<file path="config.mk">
export PLATFORM = sky130hd
export DESIGN_NAME = seg_counter_multi
export DESIGN_NICKNAME = d
export VERILOG_FILES = /design/src/rtl/seg_counter_multi.sv
export SDC_FILE = /design/constraint.sdc
export NUM_CORES = 1
export LEC_CHECK = 0
export BUFFER_PORTS_ARGS = -buffer_cell sky130_fd_sc_hd__buf_2
export CORE_ASPECT_RATIO = 1.2
export CORE_MARGIN = 3
export CORE_UTILIZATION = 35
export DETAILED_ROUTE_END_ITERATION = 16
export PLACE_DENSITY = 0.67
export SLEW_MARGIN = 20
export SYNTH_ARGS = -nofsm -noshare
export SYNTH_HDL_FRONTEND = slang
export SYNTH_SLANG_ARGS = --single-unit
</file>
<file path="constraint.sdc">
create_clock -name ck -period 4.1 [get_ports ck]
set_input_delay 0.205 -clock ck [delete_from_list [all_inputs] [get_ports ck]]
set_output_delay 0.205 -clock ck [all_outputs]
set_load 0.03 [all_outputs]
</file>
<file path="src/rtl/seg_counter_multi.sv">
// seg_counter_multi: N-digit BCD modulo counter (up/down, prescaled, loadable) with wrap pulse
// and active-low gfedcba 7-segment decoders. Define SEG_BLANK_EN for leading-zero blanking.
module seg_counter_multi #(
  parameter int DIGITS    = 2,
  parameter int MODULO    = 60,
  parameter int TICK_DIV  = 1,
  parameter int RESET_VAL = 0
) (
  input  logic                ck,
  input  logic                rs,
  input  logic                en,
  input  logic                up,
  input  logic                load,
  input  logic [DIGITS*4-1:0] load_val,
  output logic [DIGITS*4-1:0] bcd,
  output logic [DIGITS*7-1:0] hex,
  output logic                carry
);

  localparam int W  = DIGITS * 4;
  localparam int PW = (TICK_DIV > 1) ? $clog2(TICK_DIV) : 1;

  function automatic logic [W-1:0] to_bcd(input int value);
    logic [W-1:0] res;
    int           v;
    res = {W{1'b0}};
    v   = value;
    for (int i = 0; i < DIGITS; i++) begin
      res[i*4 +: 4] = 4'(v % 32'sd10);
      v             = v / 32'sd10;
    end
    return res;
  endfunction

  function automatic logic [6:0] seg7(input logic [3:0] nib);
    logic [6:0] s;
    case (nib)
      4'd0:    s = 7'b1000000;
      4'd1:    s = 7'b1111001;
      4'd2:    s = 7'b0100100;
      4'd3:    s = 7'b0110000;
      4'd4:    s = 7'b0011001;
      4'd5:    s = 7'b0010010;
      4'd6:    s = 7'b0000010;
      4'd7:    s = 7'b1111000;
      4'd8:    s = 7'b0000000;
      4'd9:    s = 7'b0010000;
      default: s = 7'b1111111;
    endcase
    return s;
  endfunction

  // Ripple increment: a digit at 9 rolls to 0 and carries into the next digit.
  function automatic logic [W-1:0] bcd_inc(input logic [W-1:0] c);
    logic [W-1:0] r;
    logic         cy;
    r  = c;
    cy = 1'b1;
    for (int i = 0; i < DIGITS; i++) begin
      if (cy) begin
        if (c[i*4 +: 4] == 4'd9) begin
          r[i*4 +: 4] = 4'd0;
          cy          = 1'b1;
        end else begin
          r[i*4 +: 4] = c[i*4 +: 4] + 4'd1;
          cy          = 1'b0;
        end
      end else begin
        r[i*4 +: 4] = c[i*4 +: 4];
      end
    end
    return r;
  endfunction

  function automatic logic [W-1:0] bcd_dec(input logic [W-1:0] c);
    logic [W-1:0] r;
    logic         bw;
    r  = c;
    bw = 1'b1;
    for (int i = 0; i < DIGITS; i++) begin
      if (bw) begin
        if (c[i*4 +: 4] == 4'd0) begin
          r[i*4 +: 4] = 4'd9;
          bw          = 1'b1;
        end else begin
          r[i*4 +: 4] = c[i*4 +: 4] - 4'd1;
          bw          = 1'b0;
        end
      end else begin
        r[i*4 +: 4] = c[i*4 +: 4];
      end
    end
    return r;
  endfunction

  localparam logic [W-1:0]  RESET_BCD = to_bcd(RESET_VAL);
  localparam logic [W-1:0]  MAX_BCD   = to_bcd(MODULO - 1);
  localparam logic [W-1:0]  ZERO_BCD  = {W{1'b0}};
  localparam logic [PW-1:0] PRE_MAX   = PW'(TICK_DIV - 1);
  localparam logic [PW-1:0] PRE_ONE   = PW'(1);
  localparam logic [PW-1:0] PRE_ZERO  = PW'(0);

  logic [W-1:0]  cnt_r;
  logic [W-1:0]  cnt_nxt_s;
  logic [PW-1:0] pre_r;
  logic [PW-1:0] pre_nxt_s;
  logic          carry_r;
  logic          carry_nxt_s;
  logic          load_ok_s;

  // Load value check; with every digit valid, BCD magnitude order equals decimal order.
  always_comb begin
    load_ok_s = (load_val <= MAX_BCD);
    for (int i = 0; i < DIGITS; i++) begin
      load_ok_s = load_ok_s & (load_val[i*4 +: 4] <= 4'd9);
    end
  end

  // Next-state: load beats the prescaler/step; carry only on a wrapping step.
  always_comb begin
    cnt_nxt_s   = cnt_r;
    pre_nxt_s   = pre_r;
    carry_nxt_s = 1'b0;
    if (load) begin
      pre_nxt_s = PRE_ZERO;
      if (load_ok_s) begin
        cnt_nxt_s = load_val;
      end else begin
        cnt_nxt_s = ZERO_BCD;
      end
    end else if (en) begin
      if (pre_r == PRE_MAX) begin
        pre_nxt_s = PRE_ZERO;
        if (up) begin
          if (cnt_r == MAX_BCD) begin
            cnt_nxt_s   = ZERO_BCD;
            carry_nxt_s = 1'b1;
          end else begin
            cnt_nxt_s = bcd_inc(cnt_r);
          end
        end else begin
          if (cnt_r == ZERO_BCD) begin
            cnt_nxt_s   = MAX_BCD;
            carry_nxt_s = 1'b1;
          end else begin
            cnt_nxt_s = bcd_dec(cnt_r);
          end
        end
      end else begin
        pre_nxt_s = pre_r + PRE_ONE;
      end
    end else begin
      cnt_nxt_s = cnt_r;
      pre_nxt_s = pre_r;
    end
  end

  // State registers with asynchronous reset to RESET_VAL.
  always_ff @(posedge ck or posedge rs) begin
    if (rs) begin
      cnt_r   <= RESET_BCD;
      pre_r   <= PRE_ZERO;
      carry_r <= 1'b0;
    end else begin
      cnt_r   <= cnt_nxt_s;
      pre_r   <= pre_nxt_s;
      carry_r <= carry_nxt_s;
    end
  end

  assign bcd   = cnt_r;
  assign carry = carry_r;

`ifdef SEG_BLANK_EN
  logic lead_s;

  // Segment decode, scanning from the top digit; zeros above the first non-zero digit blank.
  always_comb begin
    hex    = {(DIGITS*7){1'b1}};
    lead_s = 1'b1;
    for (int i = DIGITS - 1; i >= 0; i--) begin
      if ((i > 0) && lead_s && (cnt_r[i*4 +: 4] == 4'd0)) begin
        hex[i*7 +: 7] = 7'b1111111;
      end else begin
        hex[i*7 +: 7] = seg7(cnt_r[i*4 +: 4]);
        lead_s        = 1'b0;
      end
    end
  end
`else
  // Segment decode of every digit, leading zeros shown.
  always_comb begin
    hex = {(DIGITS*7){1'b1}};
    for (int i = 0; i < DIGITS; i++) begin
      hex[i*7 +: 7] = seg7(cnt_r[i*4 +: 4]);
    end
  end
`endif

endmodule

</file>
Yosys cells after proc, flatten, opt, wreduce, memory -nomap -nowiden
Memories as Yosys holds them, arrays and structs flattened.
Index checks and enable logic that the tools add are counted.
- add/subtract/negate cells: 5
- multiply operators: 0
- div/mod/pow operators: 0
- $lt $le $gt $ge: 3
- eq/ne operators: 5
- shift-type cells: 0
- mux-type cells: 34
- bitwise operators: 2
- reduce and logical (&&, ||, !) cells: 7
- operator list (operator ; count):
    2-to-1 mux 8 bit ; 7
    2-to-1 mux 4 bit ; 6
    2-to-1 mux 1 bit ; 21
    adder 4 x 1 -> 4 bit, second input constant ; 2
    equality test 4 bit, second input constant ; 2
    equality test 8 x 7 -> 1 bit, second input constant ; 1
    <= comparator 4 bit, second input constant ; 2
    <= comparator 8 x 7 -> 1 bit, second input constant ; 1
    zero test 4 bit ; 2
    zero test 8 bit ; 1
    subtractor 4 x 1 -> 4 bit, second input constant ; 2
    != test 4 x 1 -> 1 bit, second input constant ; 1
    AND reduction 4 bit ; 1
    nonzero test 4 bit ; 1
    AND 1 bit ; 2
    != test 2 bit, second input constant ; 1
    AND reduction 2 bit ; 1
    nonzero test 2 bit ; 1
    adder 1 bit, second input constant ; 1
- flip-flop bits (word level): 10
- latch bits: 0
- RAM bits: 0
- memory bits (read-only): 224
- output and inout bits: 23
- memories kept: 2
- memories (name ; words ; width ; read ports ; clocked after memory_dff ; wr ports ; line ; text):
    (name not given) ; 16 ; 7 ; 1 ; 0 ; 0 ; 37 ; case (nib)
    (name not given) ; 16 ; 7 ; 1 ; 0 ; 0 ; 37 ;

Longest topological paths before layout
Gate-level depths: netlist of the first run.
- depth in word-level cells: 13
- mapped depth: 8

Worst setup path after synthesis of the first run
Ideal clock, no wire load.
- path type: reg-to-reg
- from: register cnt_r[4] (netlist: bcd[4])
- to: register cnt_r[7] (netlist: bcd[7])
- data arrival time: 2.221 ns
- required time: 4.001 ns
- setup slack: 1.780 ns
- cell stages (with the launch flop): 8
- period minus slack after synthesis: 2.320 ns
- cell sequence: dfrtp_1 clkbuf_1 inv_1 ha_1 nor3b_1 and2_1 or4_1 a311oi_1
- word-level cells in the longest chain between the ends: 8
- ends and longest elaborated chain (element ; line ; text):
    start: declaration ; 103 ; logic [W-1:0] cnt_r;
    start signal: assignment ; 165 ; cnt_r <= cnt_nxt_s;
    subtractor 4 x 1 -> 4 bit (tied with other cells) ; 86 ; r[i*4 +: 4] = c[i*4 +: 4] - 4'd1;
    2-to-1 mux 4 bit, on equally long branches ; 82, 61 ;
    2-to-1 mux 4 bit, on equally long branches ; 81, 60 ;
    2-to-1 mux 8 bit, on equally long branches ; 142, 135 ;
    2-to-1 mux 8 bit ; 134 ; if (up) begin
    2-to-1 mux 8 bit ; 132 ; if (pre_r == PRE_MAX) begin
    2-to-1 mux 8 bit ; 131 ; end else if (en) begin
    2-to-1 mux 8 bit ; 124 ; if (load) begin
Parallel ways exist; a longest one is shown, timed or not. The select of a mux whose other input is x is not followed.
A chain may end at the register's enable or synchronous reset.

Final worst setup path of the first run
Same ends and word-level chain as after synthesis.

==> out/metrics.csv, run 1 <==
metric,value,unit
status,"finished, final reports clean",
fmax,0.455,GHz
grt_overflow_total,0,
syn_inst,159,
synth.area.mux_share,0,%
fin_worst_skew,0.00140,ns
yosys.cell_types.count,39,
design.portCount,36,
power.share.clock,9.7,%
synthesis.area,1090,µm²
die_area,3840,µm²
critPathBufInv,1,
synth_sequential_area_ratio,20.6,%
final_common_cell,buf_2,
critical_path_required,4.28,ns
post-route-drc-count,0,
placed_instances,218,
grt_pass1_vias,1130,
reported_net_switching_power,0.000433,W
irDropWorstVdd,353,µV
cts_setup_buffers,0,
xor_and_xnor_area_share_after_synthesis,3.20,%
layout.cells.most_common_list,"buf_2, nor2_1, a21oi_1, nand2_1, ha_1",
vias,1230,
design.final.nets,213,
detail_route.iter0.violations,44,
cts_tree,yes,
setup-violations-final,0,
timing.final.crit_share,53.6,%
critPathSlowestCell,dfrtp_1,
grt_first_pass_wirelength,5.11,mm
clkSinkCount,9,
clk_latency,0.27,ns
timing.critical_path.max_delay_family,simple AND/OR/NAND/NOR gates,
routedWlPerCell,13.6,µm
tightestPinTransition,0.543,ns
grt_use_total,16.3,%
placementRows,21,
number_of_buffers_added_by_the_clock_tree_synthesis_step,3,
port-buffer-count,35,
timing.max_cap.violations,0,
critical_path.cell_chain,inv_1 > ha_1 > nor3b_1 > and2_1 > or4_1 > a311oi_1,
timing_max_transition_violations_final,0,
adder_cell_area_share_of_the_yosys_netlist,11.4,%
number_of_nets_with_antenna_violations_after_detailed_routing,0,
final_layout_size_suffix_gt1_share,22.8,%
grt_start_max_net_pins,18,
internal-power,0.000313,W
cp_max_fo,11,
power.switching_fraction,58.0,%
detail_route.vias_per_cell,5.52,
n_antenna_cell,0,
edff_count_synth,0,
total_nets_after_synthesis,182,
endpoint_kind,flop,
cp.arrival,2.37,ns
finalNonFillerCells,223,
postCtsResizedCells,0,
number_of_register_bits_inferred_by_synthesis,9,
die_width,57.1,µm
report.final.hold_viol_count,0,
power.density_cell_area,570,nW/µm²
htree_levels,1,
layout-area-overhead-vs-synth,19.7,%
power.leakage,0.623,nW
crit_path_start_kind,flop,
area_fraction_in_compound_gates_after_synthesis,26.5,%
clock_tree.root_cell,clkbuf_4,
cts-hold-fix-buffers,1,
gpl_wtd_cong,0.858,
timing.slew.headroom,63.8,%
core_area,2890,µm²
async_flop_share,100,%
largest_family_of_logic_cells_by_synthesized_area,simple AND/OR/NAND/NOR gates,
crit_type,reg -> reg,
cts_max_path_buffers,2,
sequentialPowerShare,22.4,%
synth.yosys.warnings,0,
wl,3.02,mm
grt_setup_unrepaired,false,
holdCritPathClass,in -> reg,
dieHeight,67.3,µm
part_of_the_power_in_combinational_logic,68.0,%
initial_core_util,37.9,%
synth_area_per_cell,6.89,µm²
timing.setup.tns,0,ns
detail_route.first_pass.iterations,4,
cpPeakStageDelay,0.53,ns
period_needed,2.20,ns
cts.reportedPaths.clkPinSlew,0.06,ns
antenna_found_initial,0,
detailedPlacementHpwl,2.27,mm
synth_simple_gate_area_share,31.7,%
ys_flop_type,dfrtp_1,
[power groups by stage]
| stage | Clock, W | Sequential, W | Combinational, W |
|---|---|---|---|
| floorplan | 0 | 0.000169 | 0.000372 |
| global placement | 0 | 0.000167 | 0.000508 |
| detailed placement | 0 | 0.000169 | 0.000505 |
| CTS | 0.0000726 | 0.000167 | 0.000508 |
| global route | 0.0000773 | 0.000175 | 0.000559 |
| finish | 0.0000720 | 0.000167 | 0.000507 |
[registers in the layout, indices dropped and copies added, names as in the netlist]
name	flops
bcd	8
carry	1
[through the flow]
step	setup WS [ns]	utilization, %	hold slack [ns]	total power (W)	instance area (µm²)
CTS	1.91	45.3	0.213	0.000747	1310
global route	1.72	45.3	0.234	0.000812	1310
floorplan	1.78	-	0.0329	0.000541	1090
finish	1.90	45.3	0.204	0.000746	1310
detailed placement	1.93	44.1	0.187	0.000674	1270
global placement	2.00	44.1	0.183	0.000676	1270
[per-layer routing]
metal / GRT usage, % / vias up / part of all wire (%)
met2: 27.9 / 42 / 48
met1: 21.5 / 555 / 45
met4: 3.19 / 0 / 1.4
met5: 0 / - / 0
li1: - / 629 / -
met3: 3.25 / 4 / 6.3
[cell usage after synthesis (all sizes together) (3+ instances only)]
library cell / count / area share (%)
ha: 10 / 11
or2: 3 / 1.7
nor2: 24 / 8.2
nor3b: 3 / 2.5
clkbuf: 9 / 3.1
a31oi: 6 / 3.4
a21oi: 21 / 9.6
nor2b: 3 / 1.7
o21ai: 10 / 4.6
dfrtp: 9 / 21
and3b: 3 / 2.4
nand2: 12 / 4.1
nand3: 5 / 2.3
inv: 8 / 2.7
nor3: 5 / 2.7
[worst register-to-register path, stage by stage, from the launching register on]
cell and delay, ns:
dfrtp_1 0.53, inv_1 0.12, ha_1 0.28, nor3b_1 0.19, and2_1 0.21, or4_1 0.50
a311oi_1 0.26
[logic make-up (layout without fill, tap and decap cells)]
kind of cell    after synthesis  in the layout
fa+ha+maj                    10             10
flops                         9              9
simple gates                 68             68
xor+xnor                      4              4
compound gates               49             49
buf+inv                      19             49
[final timing paths]
check	from	end	slack (ns)	cells after the start
worst max-delay path	bcd[4]	bcd[7]	1.90	6
worst min-delay path	load_val[0]	bcd[0]	0.20	3
worst max register to register	bcd[4]	bcd[7]	1.90	6
worst min register to register	bcd[5]	bcd[5]	0.69	1
max in group asynchronous	rs	bcd[7]	3.41	3
min in group asynchronous	rs	bcd[1]	0.43	3
[final cells by class]
| class | instances | area, µm² |
|---|---|---|
| tap | 34 | 42.5 |
| sequential | 9 | 225 |
| multi-input combinational | 131 | 797 |
| inverter | 9 | 33.8 |
| clock buffer | 4 | 26.3 |
| timing repair buffer | 36 | 185 |
| fill | 310 | 1580 |
(Power assumes the default switching activity.)
==> run 2, diff against run 1 <==
clock period = 2.24 ns   (was 4.1 ns; I/O delays follow)
==> run 2 against run 1 <==
Compared with the run above: clock power rose by 92%; final cell count rose by 4.0%; worst setup slack got worse by 1.6 ns; combinational power rose by 100%; count of clock-buffer cells in the layout fell by 1; maximum frequency rose by 13%.
==> out/metrics.csv, run 2 (same netlist as run 1, synthesis figures left out) <==
metric,value,unit,change
setup-violations-final,0,,unchanged
placementRows,21,,unchanged
power.density_cell_area,1030,nW/µm²,+82%
design.final.nets,222,,+4.2%
wl,3.22,mm,+6.4%
critical_path_required,2.42,ns,-1.86 ns
core_area,2890,µm²,unchanged
period_needed,1.94,ns,-0.253 ns
post-route-worst-setup-slack,0.298,ns,-1.61 ns
dieHeight,67.3,µm,unchanged
detailedPlacementHpwl,2.42,mm,+6.6%
routedWlPerCell,13.9,µm,+2.3%
cts_tree,yes,,
cts_setup_buffers,0,,unchanged
grt_overflow_total,0,,unchanged
place_area,1340,µm²,+5.5%
htree_levels,1,,unchanged
number_of_nets_with_antenna_violations_after_detailed_routing,0,,unchanged
postCtsResizedCells,0,,unchanged
hold_path_depth,3,,unchanged
vias,1283,,+4.3%
worst_hold_slack,0.112,ns,-0.0929 ns
final_layout_size_suffix_gt1_share,27.8,%,+5.0 points
timing_max_transition_violations_final,0,,unchanged
grt_start_max_net_pins,16,,-2
dpl_worst_slack,0.306,ns,-1.62 ns
tightestPinTransition,0.478,ns,-0.0644 ns
grt_setup_unrepaired,false,,
cts_max_path_buffers,2,,unchanged
fin_worst_skew,0.00183,ns,+0.000431 ns
cts-hold-fix-buffers,1,,unchanged
grt_pass1_vias,1191,,+5.4%
detail_route.vias_per_cell,5.53,,+0.26%
initial_core_util,37.9,%,unchanged
holdCritPathClass,in -> reg,,
timing.slew.headroom,68.1,%,+4.3 points
design.portCount,36,,unchanged
fmax,0.515,GHz,+13%
clkSinkCount,9,,unchanged
layout.core_utilization,47.8,%,+2.5 points
detail_route.first_pass.iterations,4,,unchanged
port-buffer-count,35,,unchanged
clk_latency,0.27,ns,about the same
cp_max_fo,11,,unchanged
post-route-drc-count,0,,unchanged
timing.max_cap.violations,0,,unchanged
die_width,57.1,µm,unchanged
n_antenna_cell,0,,unchanged
clock_tree.root_cell,clkbuf_4,,
endpoint_kind,flop,,
report.final.hold_viol_count,0,,unchanged
final_cell_area,1380,µm²,+5.4%
gpl_wtd_cong,0.863,,+0.59%
status,"finished, final reports clean",,
power.leakage,0.668,nW,+7.2%
antenna_found_initial,0,,unchanged
detail_route.iter0.violations,63,,+43%
final_common_cell,buf_2,,
cp.arrival,2.12,ns,-0.25 ns
number_of_buffers_added_by_the_clock_tree_synthesis_step,3,,unchanged
r2r.worst_path.cells,6,,unchanged
die_area,3840,µm²,unchanged
largest_register_ff_count,8,,unchanged
cts.reportedPaths.clkPinSlew,0.07,ns,about the same
grt_use_total,16.9,%,+0.57 points
timing.setup.tns,0,ns,unchanged
crit_path_start_kind,flop,,
grt_first_pass_wirelength,5.25,mm,+2.7%
irDropWorstVdd,659,µV,+87%
timing.final.crit_share,86.7,%,+33 points
layout.cells.most_common_list,"buf_2, nor2_1, a21oi_1, nand2_1, ha_1",,
crit_type,reg -> reg,,
layout-area-overhead-vs-synth,26.2,%,
==> run 2: final timing paths <==
kind	slack [ns]	from	to
setup / recovery	0.30	bcd[0]	bcd[7]
hold / removal	0.11	load_val[0]	bcd[0]
setup reg to reg	0.30	bcd[0]	bcd[7]
hold reg to reg	0.66	bcd[5]	bcd[5]
max in group asynchronous	1.59	rs	bcd[0]
min in group asynchronous	0.35	rs	bcd[3]
==> run 2: per-stage QoR <==
step / cells / power [W]
after global placement: 227 / 0.00129
after detailed placement: 227 / 0.00129
after floorplan: 159 / 0.000993
after global routing: 232 / 0.00155
after CTS: 232 / 0.00144
final: 232 / 0.00143
==> run 2: cell type report <==
| cell class | count | area, µm² |
|---|---|---|
| clock buffer | 3 | 22.5 |
| clock inverter | 1 | 5.00 |
| fill | 321 | 1510 |
| inverter | 9 | 33.8 |
| multi-input combinational | 131 | 797 |
| sequential | 9 | 228 |
| tap | 34 | 42.5 |
| timing repair buffer | 45 | 253 |
==> run 2: layer usage <==
layer	global-route usage [%]	wire, µm	up-vias
met3	2.49	211	4
met1	20.4	1410	585
met5	0	0	-
met4	4.06	25	0
li1	-	-	642
met2	31.4	1570	52
==> run 2: worst max-delay path, stage by stage (launching register included) <==
cell	delay [ns]
dfrtp_2	0.46
inv_1	0.09
ha_1	0.21
nor3b_2	0.16
and2_1	0.17
or4_1	0.49
a311oi_1	0.27
==> run 2: power breakdown <==
part | switching [W] | total, W | internal (W) | leakage (nW)
Sequential | 0.0000749 | 0.000270 | 0.000196 | 0.111
Combinational | 0.000666 | 0.00102 | 0.000355 | 0.539
Clock | 0.0000717 | 0.000138 | 0.0000662 | 0.0177
Total | 0.000813 | 0.00143 | 0.000616 | 0.668
==> run 3, diff against run 2 <==
CAP_MARGIN = 25   (was unset)
PLACE_DENSITY = 0.69   (was 0.67)
clock period = 1.7 ns   (was 2.24 ns; I/O delays follow)
==> run 3 against run 2 <==
Compared with the run above: the flow now finishes with violations (negative setup slack); final cell count is 10% higher; register-to-register slack got worse by 0.37 ns; clock skew hardly changed; flip-flop and latch count unchanged; maximum frequency up 9.4%; worst hold slack lost 0.033 ns; critical path depth stayed put; via count rose by 12%; critical endpoint unchanged.
==> out/metrics.csv, run 3 (same netlist as run 1, synthesis figures left out) <==
metric,value,unit,change
largest_register_ff_count,8,,unchanged
critical_path.cell_chain,inv_4 > ha_4 > nor3b_4 > and2_1 > or4_1 > a311oi_2,,
reg2reg_from,bcd[0],,
htree_levels,1,,unchanged
vias,1441,,+12%
design.portCount,36,,unchanged
final_layout_size_suffix_gt1_share,51.8,%,+24 points
part_of_the_power_in_combinational_logic,77.6,%,+6.2 points
critical_path_required,1.89,ns,-0.53 ns
grt_first_pass_wirelength,6.37,mm,+21%
cts_tree,yes,,
power.leakage,0.805,nW,+21%
number_of_nets_with_antenna_violations_after_detailed_routing,0,,unchanged
timing.setup.tns,-0.117,ns,-0.117 ns
crit_type,reg -> reg,,
fin_worst_skew,0.00198,ns,+0.000154 ns
timing.critical_path.max_delay_family,simple AND/OR/NAND/NOR gates,,
crit_path_start_kind,flop,,
cpPeakStageDelay,0.49,ns,about the same
report.final.hold_viol_count,0,,unchanged
grt_use_total,20.8,%,+3.9 points
holdPathEnd,bcd[0],,
power.switching_fraction,52.7,%,-4.1 points
dpl_worst_slack,-0.128,ns,-0.434 ns
grt_start_max_net_pins,15,,-1
port-buffer-count,35,,unchanged
irDropWorstVdd,832,µV,+26%
cp.arrival,1.96,ns,-0.16 ns
fillers,265,,-17%
detailedPlacementHpwl,2.85,mm,+18%
dieHeight,67.3,µm,unchanged
timing.slew.headroom,74.8,%,+6.6 points
detail_route.iter0.violations,81,,+29%
timing.final.crit_share,104,%,+18 points
detail_route.vias_per_cell,5.63,,+1.8%
worstHoldStart,load_val[0],,
timing.critical_path.from,bcd[0],,
clkSinkCount,9,,unchanged
internal-power,0.00112,W,+82%
setup-violations-final,4,,+4
hold_path_depth,3,,unchanged
period_needed,1.78,ns,-0.166 ns
multi_input_area,990,µm²,+24%
initial_core_util,37.9,%,unchanged
grt_overflow_total,0,,unchanged
core_area,2890,µm²,unchanged
design.final.nets,246,,+11%
layout.cells.most_common_list,"buf_4, buf_2, nor2_1, a21oi_1, nand2_1",,
layout.area.seq,234,µm²,+2.7%
placed_instances,248,,+9.3%
layout-area-overhead-vs-synth,64.5,%,
endpoint_kind,flop,,
finalNonFillerCells,256,,+10%
wl,3.79,mm,+18%
timing.max_cap.violations,0,,unchanged
clock_tree.root_cell,clkbuf_4,,
r2r.worst_path.cells,6,,unchanged
end_of_the_worst_register_to_register_path,bcd[7],,
antenna_found_initial,0,,unchanged
cts.reportedPaths.clkPinSlew,0.07,ns,about the same
n_antenna_cell,0,,unchanged
grt_pass1_vias,1421,,+19%
final_common_cell,buf_4,,
total_power,0.00238,W,+66%
fmax,0.563,GHz,+9.4%
post-route-worst-setup-slack,-0.0759,ns,-0.374 ns
die_area,3840,µm²,unchanged
placementRows,21,,unchanged
grt_setup_unrepaired,true,,
die_width,57.1,µm,unchanged
clk_latency,0.28,ns,about the same
violations_in_the_final_reports,negative setup slack,,
power.share.clock,7.9,%,-1.7 points
status,"finished, violations left",,
post-route-drc-count,0,,unchanged
timing_max_transition_violations_final,0,,unchanged
setup.reg_to_reg.worst_slack,-0.08,ns,-0.37 ns
holdCritPathClass,in -> reg,,
detail_route.first_pass.iterations,4,,unchanged
critPathSlowestCell,or4_1,,
routedWlPerCell,14.8,µm,+6.8%
sequentialPowerShare,14.5,%,-4.4 points
cts_max_path_buffers,2,,unchanged
critPathBufInv,1,,unchanged
tightestPinTransition,0.378,ns,-0.100 ns
cp_max_fo,3,,-8
layout.core_utilization,62.3,%,+15 points
reported_net_switching_power,0.00125,W,+54%
number_of_buffers_added_by_the_clock_tree_synthesis_step,3,,unchanged
power.density_cell_area,1320,nW/µm²,+28%
gpl_wtd_cong,0.901,,+4.4%
-- run 3: changes by cell type in the layout (fill, tap and decap cells not counted), sizes merged --
cell and delta:
buf +24
-- run 3: power by group through the flow --
| stage | sequential (W) | clock, W | combinational, W |
|---|---|---|---|
| after floorplan | 0.000424 | 0 | 0.00102 |
| after global placement | 0.000335 | 0 | 0.00161 |
| after detailed placement | 0.000337 | 0 | 0.00164 |
| after CTS | 0.000338 | 0.000185 | 0.00176 |
| after global routing | 0.000353 | 0.000201 | 0.00200 |
| final | 0.000345 | 0.000188 | 0.00185 |
-- run 3: repair_timing --
item | in CTS | in global routing
hold buffers | 1 | 0
resized for setup | 23 | 24
endpoints found under the hold margin | 9 | 0
pin swaps | 9 | 3
setup buffers | 4 | 0
endpoints found under the setup margin | 8 | 18
gates cloned | 0 | 0
-- run 3: area by class of cell --
cell class | count | area share [%]
clock buffers | 3 | 1.25
clock inverters | 1 | 0.278
inverters | 9 | 2.15
multi-input cells | 131 | 55.0
flip-flops and latches | 9 | 13.0
well taps | 34 | 2.36
repair buffers | 69 | 26.0
-- run 3: stage by stage --
stage	cell area (µm²)	hold WS, ns
final	1800	0.0782
after global routing	1800	0.100
after CTS	1720	0.0879
after detailed placement	1580	0.0774
after global placement	1580	0.0750
after floorplan	1190	-0.0874
-- run 3: worst reg2reg max path, cell delays in order, from the launching register on --
cell and delay [ns]:
dfrtp_2 0.43, inv_4 0.05, ha_4 0.15, nor3b_4 0.15, and2_1 0.19, or4_1 0.49, a311oi_2 0.22
-- run 3: worst max path at each step --
| stage | depth (start not counted) | to | slack (ns) |
|---|---|---|---|
| detailed placement | 6 | bcd[7] | -0.13 |
| CTS | 9 | bcd[7] | -0.1 |
| floorplan | 7 | bcd[7] | -0.30 |
| finish | 6 | bcd[7] | -0.08 |
| global route | 6 | bcd[7] | -0.12 |
| global placement | 6 | bcd[7] | -0.03 |
-- run 3: per-layer routing --
metal	global-route usage, %	part of all wire (%)	vias up
met5	0	0	-
met4	12.2	3.5	0
met3	3.06	6.7	14
met2	37.7	53	65
met1	23.1	36	671
li1	-	-	691
